==> src/rtl/sha2_pkg.sv <==
// Shared SHA-2 definitions: round constants, initial hash values, FSM
// state encoding and the bitwise helper functions used by the core.
package sha2_pkg;

  typedef enum logic [1:0] {
    IDLE,
    ROUND,
    ACCUM,
    OUT
  } state_t;

  localparam logic [31:0] K [0:63] = '{
    32'h428a2f98, 32'h71374491, 32'hb5c0fbcf, 32'he9b5dba5,
    32'h3956c25b, 32'h59f111f1, 32'h923f82a4, 32'hab1c5ed5,
    32'hd807aa98, 32'h12835b01, 32'h243185be, 32'h550c7dc3,
    32'h72be5d74, 32'h80deb1fe, 32'h9bdc06a7, 32'hc19bf174,
    32'he49b69c1, 32'hefbe4786, 32'h0fc19dc6, 32'h240ca1cc,
    32'h2de92c6f, 32'h4a7484aa, 32'h5cb0a9dc, 32'h76f988da,
    32'h983e5152, 32'ha831c66d, 32'hb00327c8, 32'hbf597fc7,
    32'hc6e00bf3, 32'hd5a79147, 32'h06ca6351, 32'h14292967,
    32'h27b70a85, 32'h2e1b2138, 32'h4d2c6dfc, 32'h53380d13,
    32'h650a7354, 32'h766a0abb, 32'h81c2c92e, 32'h92722c85,
    32'ha2bfe8a1, 32'ha81a664b, 32'hc24b8b70, 32'hc76c51a3,
    32'hd192e819, 32'hd6990624, 32'hf40e3585, 32'h106aa070,
    32'h19a4c116, 32'h1e376c08, 32'h2748774c, 32'h34b0bcb5,
    32'h391c0cb3, 32'h4ed8aa4a, 32'h5b9cca4f, 32'h682e6ff3,
    32'h748f82ee, 32'h78a5636f, 32'h84c87814, 32'h8cc70208,
    32'h90befffa, 32'ha4506ceb, 32'hbef9a3f7, 32'hc67178f2
  };

  // H0 lives in the top 32 bits, matching the digest port layout.
  localparam logic [255:0] IV_256 =
    256'h6a09e667_bb67ae85_3c6ef372_a54ff53a_510e527f_9b05688c_1f83d9ab_5be0cd19;
  localparam logic [255:0] IV_224 =
    256'hc1059ed8_367cd507_3070dd17_f70e5939_ffc00b31_68581511_64f98fa7_befa4fa4;

  function automatic logic [31:0] rotr(input logic [31:0] x, input int unsigned n);
    return (x >> n) | (x << (32 - n));
  endfunction

  function automatic logic [31:0] ch(input logic [31:0] x, y, z);
    return (x & y) ^ (~x & z);
  endfunction

  function automatic logic [31:0] maj(input logic [31:0] x, y, z);
    return (x & y) ^ (x & z) ^ (y & z);
  endfunction

  function automatic logic [31:0] S0(input logic [31:0] x);
    return rotr(x, 2) ^ rotr(x, 13) ^ rotr(x, 22);
  endfunction

  function automatic logic [31:0] S1(input logic [31:0] x);
    return rotr(x, 6) ^ rotr(x, 11) ^ rotr(x, 25);
  endfunction

  function automatic logic [31:0] s0(input logic [31:0] x);
    return rotr(x, 7) ^ rotr(x, 18) ^ (x >> 3);
  endfunction

  function automatic logic [31:0] s1(input logic [31:0] x);
    return rotr(x, 17) ^ rotr(x, 19) ^ (x >> 10);
  endfunction

endpackage

==> src/rtl/sha256_round.sv <==
// One combinational SHA-256 compression round; the eight working words are
// packed a..h from MSB to LSB.
module sha256_round
  import sha2_pkg::*;
(
  input  logic [255:0] st_in,
  input  logic [31:0]  w,
  input  logic [31:0]  k,
  output logic [255:0] st_out
);

  logic [31:0] a, b, c, d, e, f, g, h;
  logic [31:0] t1, t2;

  assign {a, b, c, d, e, f, g, h} = st_in;
  assign t1     = h + S1(e) + ch(e, f, g) + k + w;
  assign t2     = S0(a) + maj(a, b, c);
  assign st_out = {t1 + t2, a, b, c, d + t1, e, f, g};

endmodule

==> src/rtl/sha256_stream_core.sv <==
// Streaming SHA-256/224 core: accepts pre-padded 512-bit blocks, runs UNROLL
// rounds per clock, chains blocks and presents the digest with backpressure.
module sha256_stream_core
  import sha2_pkg::*;
#(
  parameter int UNROLL = 1,
  parameter bit EN_224 = 1
) (
  input  logic         clk,
  input  logic         reset,
  input  logic         blk_valid,
  output logic         blk_ready,
  input  logic [511:0] blk_data,
  input  logic         blk_first,
  input  logic         blk_last,
  input  logic         mode_224,
  output logic         dig_valid,
  input  logic         dig_ready,
  output logic [255:0] digest,
  output logic         busy
);

  localparam logic [5:0] LAST_T = 6'(64 - UNROLL);

  state_t       state;
  logic [255:0] h_reg;
  logic [255:0] work;
  logic [31:0]  win    [16];
  logic [31:0]  w_next [16];
  logic [5:0]   t_idx;
  logic         chain_open;
  logic         mode_reg;
  logic         last_reg;
  logic [255:0] iv_first;
  logic [255:0] iv_mode;

  assign iv_first = (EN_224 && mode_224) ? IV_224 : IV_256;
  assign iv_mode  = mode_reg ? IV_224 : IV_256;

  // New schedule words; words beyond the first two depend on words made this cycle.
  for (genvar j = 0; j < UNROLL; j++) begin : g_sched
    logic [31:0] w_m2;
    logic [31:0] w_new;
    if (j < 2) begin : g_win
      assign w_m2 = win[14 + j];
    end else begin : g_chain
      assign w_m2 = g_sched[j - 2].w_new;
    end
    assign w_new = s1(w_m2) + win[9 + j] + s0(win[1 + j]) + win[j];
  end

  for (genvar i = 0; i < 16; i++) begin : g_shift
    if (i < 16 - UNROLL) begin : g_old
      assign w_next[i] = win[i + UNROLL];
    end else begin : g_new
      assign w_next[i] = g_sched[i - 16 + UNROLL].w_new;
    end
  end

  for (genvar j = 0; j < UNROLL; j++) begin : g_rnd
    logic [255:0] st_in;
    logic [255:0] st_out;
    if (j == 0) begin : g_head
      assign st_in = work;
    end else begin : g_tail
      assign st_in = g_rnd[j - 1].st_out;
    end
    sha256_round u_round (
      .st_in  (st_in),
      .w      (win[j]),
      .k      (K[t_idx + 6'(j)]),
      .st_out (st_out)
    );
  end

  assign blk_ready = (state == IDLE);
  assign dig_valid = (state == OUT);
  assign busy      = (state != IDLE);
  assign digest    = mode_reg ? {h_reg[255:32], 32'h0} : h_reg;

  // NOTE: every register here, the schedule window included, is cleared by the
  // async reset so a reset mid-block can never leak a partial hash.
  always_ff @(posedge clk or negedge reset) begin
    if (!reset) begin
      state      <= IDLE;
      h_reg      <= '0;
      work       <= '0;
      t_idx      <= '0;
      chain_open <= 1'b0;
      mode_reg   <= 1'b0;
      last_reg   <= 1'b0;
      for (int i = 0; i < 16; i++) win[i] <= '0;
    end else begin
      // NOTE: non-blocking assignments keep every read in this block on the
      // pre-edge value, so ordering of the statements does not matter.
      case (state)
        IDLE: begin
          if (blk_valid) begin
            for (int i = 0; i < 16; i++) win[i] <= blk_data[511 - 32*i -: 32];
            last_reg <= blk_last;
            t_idx    <= '0;
            state    <= ROUND;
            if (blk_first) begin
              mode_reg <= EN_224 && mode_224;
              h_reg    <= iv_first;
              work     <= iv_first;
            end else if (chain_open) begin
              work <= h_reg;
            end else begin
              h_reg <= iv_mode;
              work  <= iv_mode;
            end
          end
        end
        ROUND: begin
          work  <= g_rnd[UNROLL - 1].st_out;
          win   <= w_next;
          t_idx <= t_idx + 6'(UNROLL);
          if (t_idx == LAST_T) state <= ACCUM;
        end
        ACCUM: begin
          for (int i = 0; i < 8; i++)
            h_reg[32*i +: 32] <= h_reg[32*i +: 32] + work[32*i +: 32];
          chain_open <= !last_reg;
          state      <= last_reg ? OUT : IDLE;
        end
        OUT: begin
          if (dig_ready) state <= IDLE;
        end
        default: state <= IDLE;
      endcase
    end
  end

endmodule

==> config.mk <==
export PLATFORM = sky130hd
export DESIGN_NAME = sha256_stream_core
export DESIGN_NICKNAME = d
export VERILOG_FILES = /design/src/rtl/sha2_pkg.sv /design/src/rtl/sha256_round.sv /design/src/rtl/sha256_stream_core.sv
export SDC_FILE = /design/constraint.sdc
export NUM_CORES = 2
export LEC_CHECK = 0
export CAP_MARGIN = 0
export CORE_MARGIN = 2
export CORE_UTILIZATION = 40
export CTS_CLUSTER_DIAMETER = 30
export DETAILED_ROUTE_END_ITERATION = 7
export REMOVE_ABC_BUFFERS = 1
export SYNTH_ARGS = -nofsm -noshare
export SYNTH_HDL_FRONTEND = slang
export SYNTH_SLANG_ARGS = --single-unit
==> constraint.sdc <==
create_clock -name clk -period 8.1 [get_ports clk]
set_input_delay 1.62 -clock clk [delete_from_list [all_inputs] [get_ports clk]]
set_output_delay 1.62 -clock clk [all_outputs]
set_load 0.01 [all_outputs]
# --- Word level (Yosys, flattened, before mapping) ---
# Memory sizes are Yosys's and may differ from the RTL's.
# Index checks and enable logic that the tools add are counted.
word_totals:
  register_bits: 1035
  rom_bits: 2048
  wordCells: 108
  n_memories: 1
memory_table:
  columns: ["memory", "words", "width", "rd", "rd_ports_with_merged_regs", "write_ports", "line_no", "text"]
  rows:
  - ["(name not given)", 64, 32, 1, 0, 0, "sha256_stream_core.sv:71", ".k (K[t_idx + 6'(j)]),"]
op_classes:
  addsub: 19
  magnitude_cmp: 1
  n_eq_ne: 7
  muxes: 19
  n_bitwise: 28
  reduce_logical: 10
ops:
  columns: ["operator", "n"]
  rows:
  - ["$mux 256", 5]
  - ["$pmux 256 s2", 2]
  - ["$pmux 512 s2", 1]
  - ["$add 32x32->32", 18]
  - ["$mux 512", 1]
  - ["$xor 32x32->32", 9]
  - ["$and 32x32->32", 5]
  - ["$mux 32", 3]
  - ["$not 32->32", 1]
  - ["$or 10x32->32", 1]
  - ["$or 13x32->32", 1]
  - ["$or 14x32->32", 1]
  - ["$or 15x32->32", 1]
  - ["$or 19x32->32", 1]
  - ["$or 21x32->32", 1]
  - ["$or 25x32->32", 1]
  - ["$or 26x32->32", 1]
  - ["$or 30x32->32", 1]
  - ["$or 7x32->32", 1]
  - ["$xor 32x22->32", 1]
  - ["$xor 32x29->32", 1]
  - ["$pmux 6 s2", 1]
  - ["$mux 2", 4]
  - ["$pmux 2 s4", 1]
  - ["14 further kinds", 21]

# --- Logic depth before layout (Yosys ltp) ---
logic_depth:
  ltp_word: 9
  depth_mapped: 37
  depth_no_buf: 37

# --- Cells and area by module ---
# From an unflattened synthesis, not the netlist that was laid out.
unflattened:
  cells_unflattened: 9577
  area_unflattened_um2: 77857.2
modules_own_cells:
  columns: ["mod", "instances", "cells_each", "area_per_inst_um2"]
  rows:
  - ["sha256_stream_core", 1, 8218, 66857.9]
  - ["sha256_round", 1, 1359, 10999.3]

# --- Worst setup path after synthesis ---
# OpenSTA, ideal clock, no wires.
synth_path:
  kind: "flip-flop to flip-flop"
  startpoint: "reg t_idx[1]"
  endpoint: "reg work[247], in the netlist g_rnd[0].st_in[247]"
  setup_time_ps: 137
  t_arrival_ps: 7295
  required_ps: 7963
  path_slack_ps: 668
  path_stages_with_launch: 34
  cell_sequence: "dfrtp_1 > clkbuf_1 > inv_1 > ha_1 > nand2b_1 > clkbuf_1 > nand3b_1 > nand2_1 > mux4_2 > fa_1 > inv_1 > ha_1 > a21oi_1 > nor2b_1 > o31a_1 > o21a_1 > and2_1 > or2_2 > a21o_1 > a21oi_1 > o21bai_1 > xor2_1 > inv_1 > fa_1 > inv_1 > ha_1 > nor3_1 > o311ai_0 > nor4bb_1 > or3b_2 > a21o_1 > a2111o_1 > o21ai_0 > a21oi_1"
synth_via:
  elab_chain_len: 8
synth_lines:
  columns: ["element", "line_no", "text"]
  rows:
  - ["start: declaration", "sha256_stream_core.sv:30", "logic [5:0] t_idx;"]
  - ["start signal: assignment", "sha256_stream_core.sv:118", "t_idx <= t_idx + 6'(UNROLL);"]
  - ["$not 6->7 (implied by the code)", "sha256_stream_core.sv:71", null]
  - ["$mem_v2 64x32", null, null]
  - ["$mux 32 (implied by the code) (2 in series)", "sha256_stream_core.sv:71", null]
  - ["$add 32x32->32 (2 in series)", "sha256_round.sv:16", "assign t1 = h + S1(e) + ch(e, f, g) + k + w;"]
  - ["$add 32x32->32", "sha256_round.sv:18", "assign st_out = {t1 + t2, a, b, c, d + t1, e, f, g};"]
  - ["$pmux 256 s2", "sha256_stream_core.sv:96", "case (state)"]
  - ["end signal: assignment", "sha256_stream_core.sv:106", "work <= iv_first;"]
  - ["end signal: assignment", "sha256_stream_core.sv:108", "work <= h_reg;"]
  - ["end signal: assignment", "sha256_stream_core.sv:111", "work <= iv_mode;"]
  - ["end: declaration", "sha256_stream_core.sv:27", "logic [255:0] work;"]
# Every way passes these cells. The select of a mux whose other input is x is not followed.
# A chain may end at the register's enable or synchronous reset.

# --- Worst setup path after layout ---
# Same ends and word-level chain as after synthesis.

==> results.py <==
metrics = {
    "timing": {
        "setup_viol": 0,
        "final-max-slew-violation-count": 0,
        "tns_ps": 0,
        "layout_setup_ws_ps": 317,
        "slew_headroom": 0.128,
        "finalHoldViolCount": 0,
        "fin_worst_skew_ps": 82.6,
        "post-route-min-period_ps": 7780,
        "hold-worst-slack_ps": 498,
        "fmax_mhz": 128,
        "rsz0062_at_grt": "no",
        "fin_crit_sh": 0.961,
        "worst_pin_slew_ps": 1290,
    },
    "cells_and_area": {
        "seqCellArea_um2": 25900,
        "multi_input_area_um2": 44500,
        "n_fill_cell": 17800,
        "area_delta_synth_final_pct": 29.1,
        "final_core_util": 0.519,
        "largest_register_ffs": 448,
        "fin_nets": 11200,
        "final_layout_size_suffix_gt1_frac": 0.106,
    },
    "critical_path": {
        "r2r_slack_ps": 320,
        "rr_endpoint": "g_rnd[0].st_in[247]",
        "crit_arrival_ps": 8540,
        "cp_common_cell": "inv_1",
        "critPathSlowestCell": "fa_1",
        "critPathMaxFanout": 5,
        "max_stage_delay_ps": 530,
        "rr_startpoint": "t_idx[1]",
        "cp_data_required_time_ps": 8850,
        "startpoint_type": "flop",
        "critPathBufInv": 7,
        "critPathKind": "reg -> reg",
        "cp_top_family": "compound AO/OA/AOI/OAI gates",
        "endpoint_kind": "flop",
        "reg2reg_depth": 33,
    },
    "detailed_routing": {
        "route.detailed.wl_per_inst_um": 27.9,
        "drtPass1Iterations": 8,
        "dr.first_iter.drc_count": 8699,
        "totalWireLength_mm": 359,
        "vias": 75900,
        "ant_nets": 0,
        "vias_per_cell": 5.89,
        "drc": 1,
    },
    "cts": {
        "cts_setup_buffers": 0,
        "clkTransAtPathRegs_ps": 40,
        "cts-buffers-inserted": 330,
        "clock_latency_ps": 950,
        "cts_buffer_depth": 4,
        "holdBufCountCts": 0,
        "root_buffer": "clkbuf_16",
        "tritoncts": "done",
        "htree_num_levels": 5,
        "cts_sinks": 1035,
    },
    "synthesis": {
        "synth_top_area_share": 0.340,
        "ys_ff_latch": 1035,
        "syn_avg_cell_area_um2": 8.13,
        "synth-edff-count": 0,
        "synthFlopType": "dfrtp_1",
        "ys_top_cells_by_area": "dfrtp_1 34%, nand2_1 8.0%, ha_1 6.5%",
        "synth_most_common_cell": "nand2_1",
        "synth-seq-area-share": 0.340,
        "mappedNetlistArea_um2": 76300,
        "yosysTopAreaCell": "dfrtp_1",
        "synth_cells": 9388,
        "async_flop_share": 1.00,
        "yosys_warnings": 0,
        "synth_commonest_cells": "1632 x nand2_1, 1035 x dfrtp_1, 843 x nor2_1",
        "yosys.cell_types.count": 84,
    },
    "placed_design": {
        "gp_congestion": 0.980,
        "place_ws_ps": -108,
        "hpwlAfterDp_mm": 267,
        "io_buffers": 777,
    },
    "floorplanning": {
        "fp.dieH_um": 441,
        "core_area_um2": 190000,
        "dieWidth_um": 441,
        "rows": 160,
        "io_pins": 778,
        "dieArea_um2": 194000,
        "initial_utilization": 0.402,
    },
    "status": {
        "violations": "design-rule violations",
        "outcome": "complete, but fails checks",
    },
    "flow_run": {
        "drv_cap": 0,
    },
    "min_path": {
        "hold_depth": 2,
        "hold_path_class": "reg -> reg",
        "holdPathEnd": "w_next[208]",
        "min_from": "w_next[176]",
    },
    "global_route": {
        "antenna_found_initial": 62,
        "grt_usage": 0.358,
        "grt_pass1_vias": 71800,
        "grt_max_degree": 238,
        "grt_overflow_total": 0,
        "grt_first_pass_wirelength_mm": 509,
    },
}
-- worst min-delay path: cells and delay by family (launching register included) --
| family | cells | cell delay (ps) |
|---|---|---|
| simple gates | 1 | 100 |
| flops | 1 | 370 |
| compound gates | 1 | 40 |
-- worst max-delay path by stage --
stage | from | to | slack (ps) | cells past startpoint
finish | t_idx[1] | g_rnd[0].st_in[247] | 320 | 33
detailed placement | t_idx[1] | g_rnd[0].st_in[125] | -110 | 33
CTS | t_idx[1] | g_rnd[0].st_in[247] | 70 | 35
floorplan | state[1] | g_rnd[0].st_in[112] | -24610 | 3
global placement | t_idx[1] | g_rnd[0].st_in[125] | -170 | 33
global route | t_idx[1] | g_rnd[0].st_in[255] | 5 | 36
-- through the flow --
step | area (µm²) | std cells
global placement | 87000 | 12300
finish | 98400 | 12900
CTS | 98300 | 12800
floorplan | 72200 | 8511
global route | 98400 | 12900
detailed placement | 87000 | 12300
-- cell type report --
class | instances | share of cell area
multi-input combinational | 6946 | 0.452
sequential | 1035 | 0.263
timing repair buffer | 1239 | 0.118
clock buffer | 443 | 0.0960
tap | 2511 | 0.0319
inverter | 530 | 0.0202
clock inverter | 130 | 0.0178
antenna | 45 | 0.00114
-- cells by family after synthesis --
logic type      count (synthesis)  share of synthesized area
xor+xnor                      546                     0.0629
simple gates                 3171                      0.175
buf+inv                      1407                     0.0803
flops                        1035                      0.340
compound gates               2562                      0.214
mux                            72                     0.0108
fa+ha+maj                     595                      0.117
-- cell usage in the layout (no fill, tap or decap), types with 30 or more instances in the layout --
cell type and n:
xor2_1 237, clkbuf_1 42, or3_1 57, nand3_1 87
diode_2 45, mux2_2 30, a22oi_1 31, bufinv_16 38
o221ai_1 38, o21ai_0 454, nand2_1 1630, and3_1 79
nand2b_1 55, o211ai_1 66, o21a_1 88, a21o_1 203
inv_1 527, xnor2_1 307, clkbuf_8 66, a21oi_1 472
clkdlybuf4s50_1 776, o31ai_1 69, o21bai_1 47, clkbuf_16 335
fa_1 197, a31oi_1 701, nor2_1 837, buf_4 433
nor2b_1 84, mux2i_1 37, o22ai_1 52, clkinv_2 56
a211o_1 31, dfrtp_1 1030, nor3_1 195, a211oi_1 81
ha_1 392, nand4_1 33
-- layer usage --
| metal | GRT usage | vias up | routed length, µm |
|---|---|---|---|
| met4 | 0.164 | 26 | 17800 |
| li1 | - | 33900 | - |
| met1 | 0.494 | 37500 | 152000 |
| met2 | 0.524 | 3748 | 155000 |
| met5 | 0 | - | 185 |
| met3 | 0.0924 | 748 | 34800 |
-- repair_timing --
action / 4_1_cts / 5_1_grt
gates resized for setup: 2 / 28
endpoints found under the setup margin: 2 / 13
pin swaps: 0 / 1
Power is not shown: default switching activity piles up to over one toggle a cycle in this logic, so the estimate is an artifact.
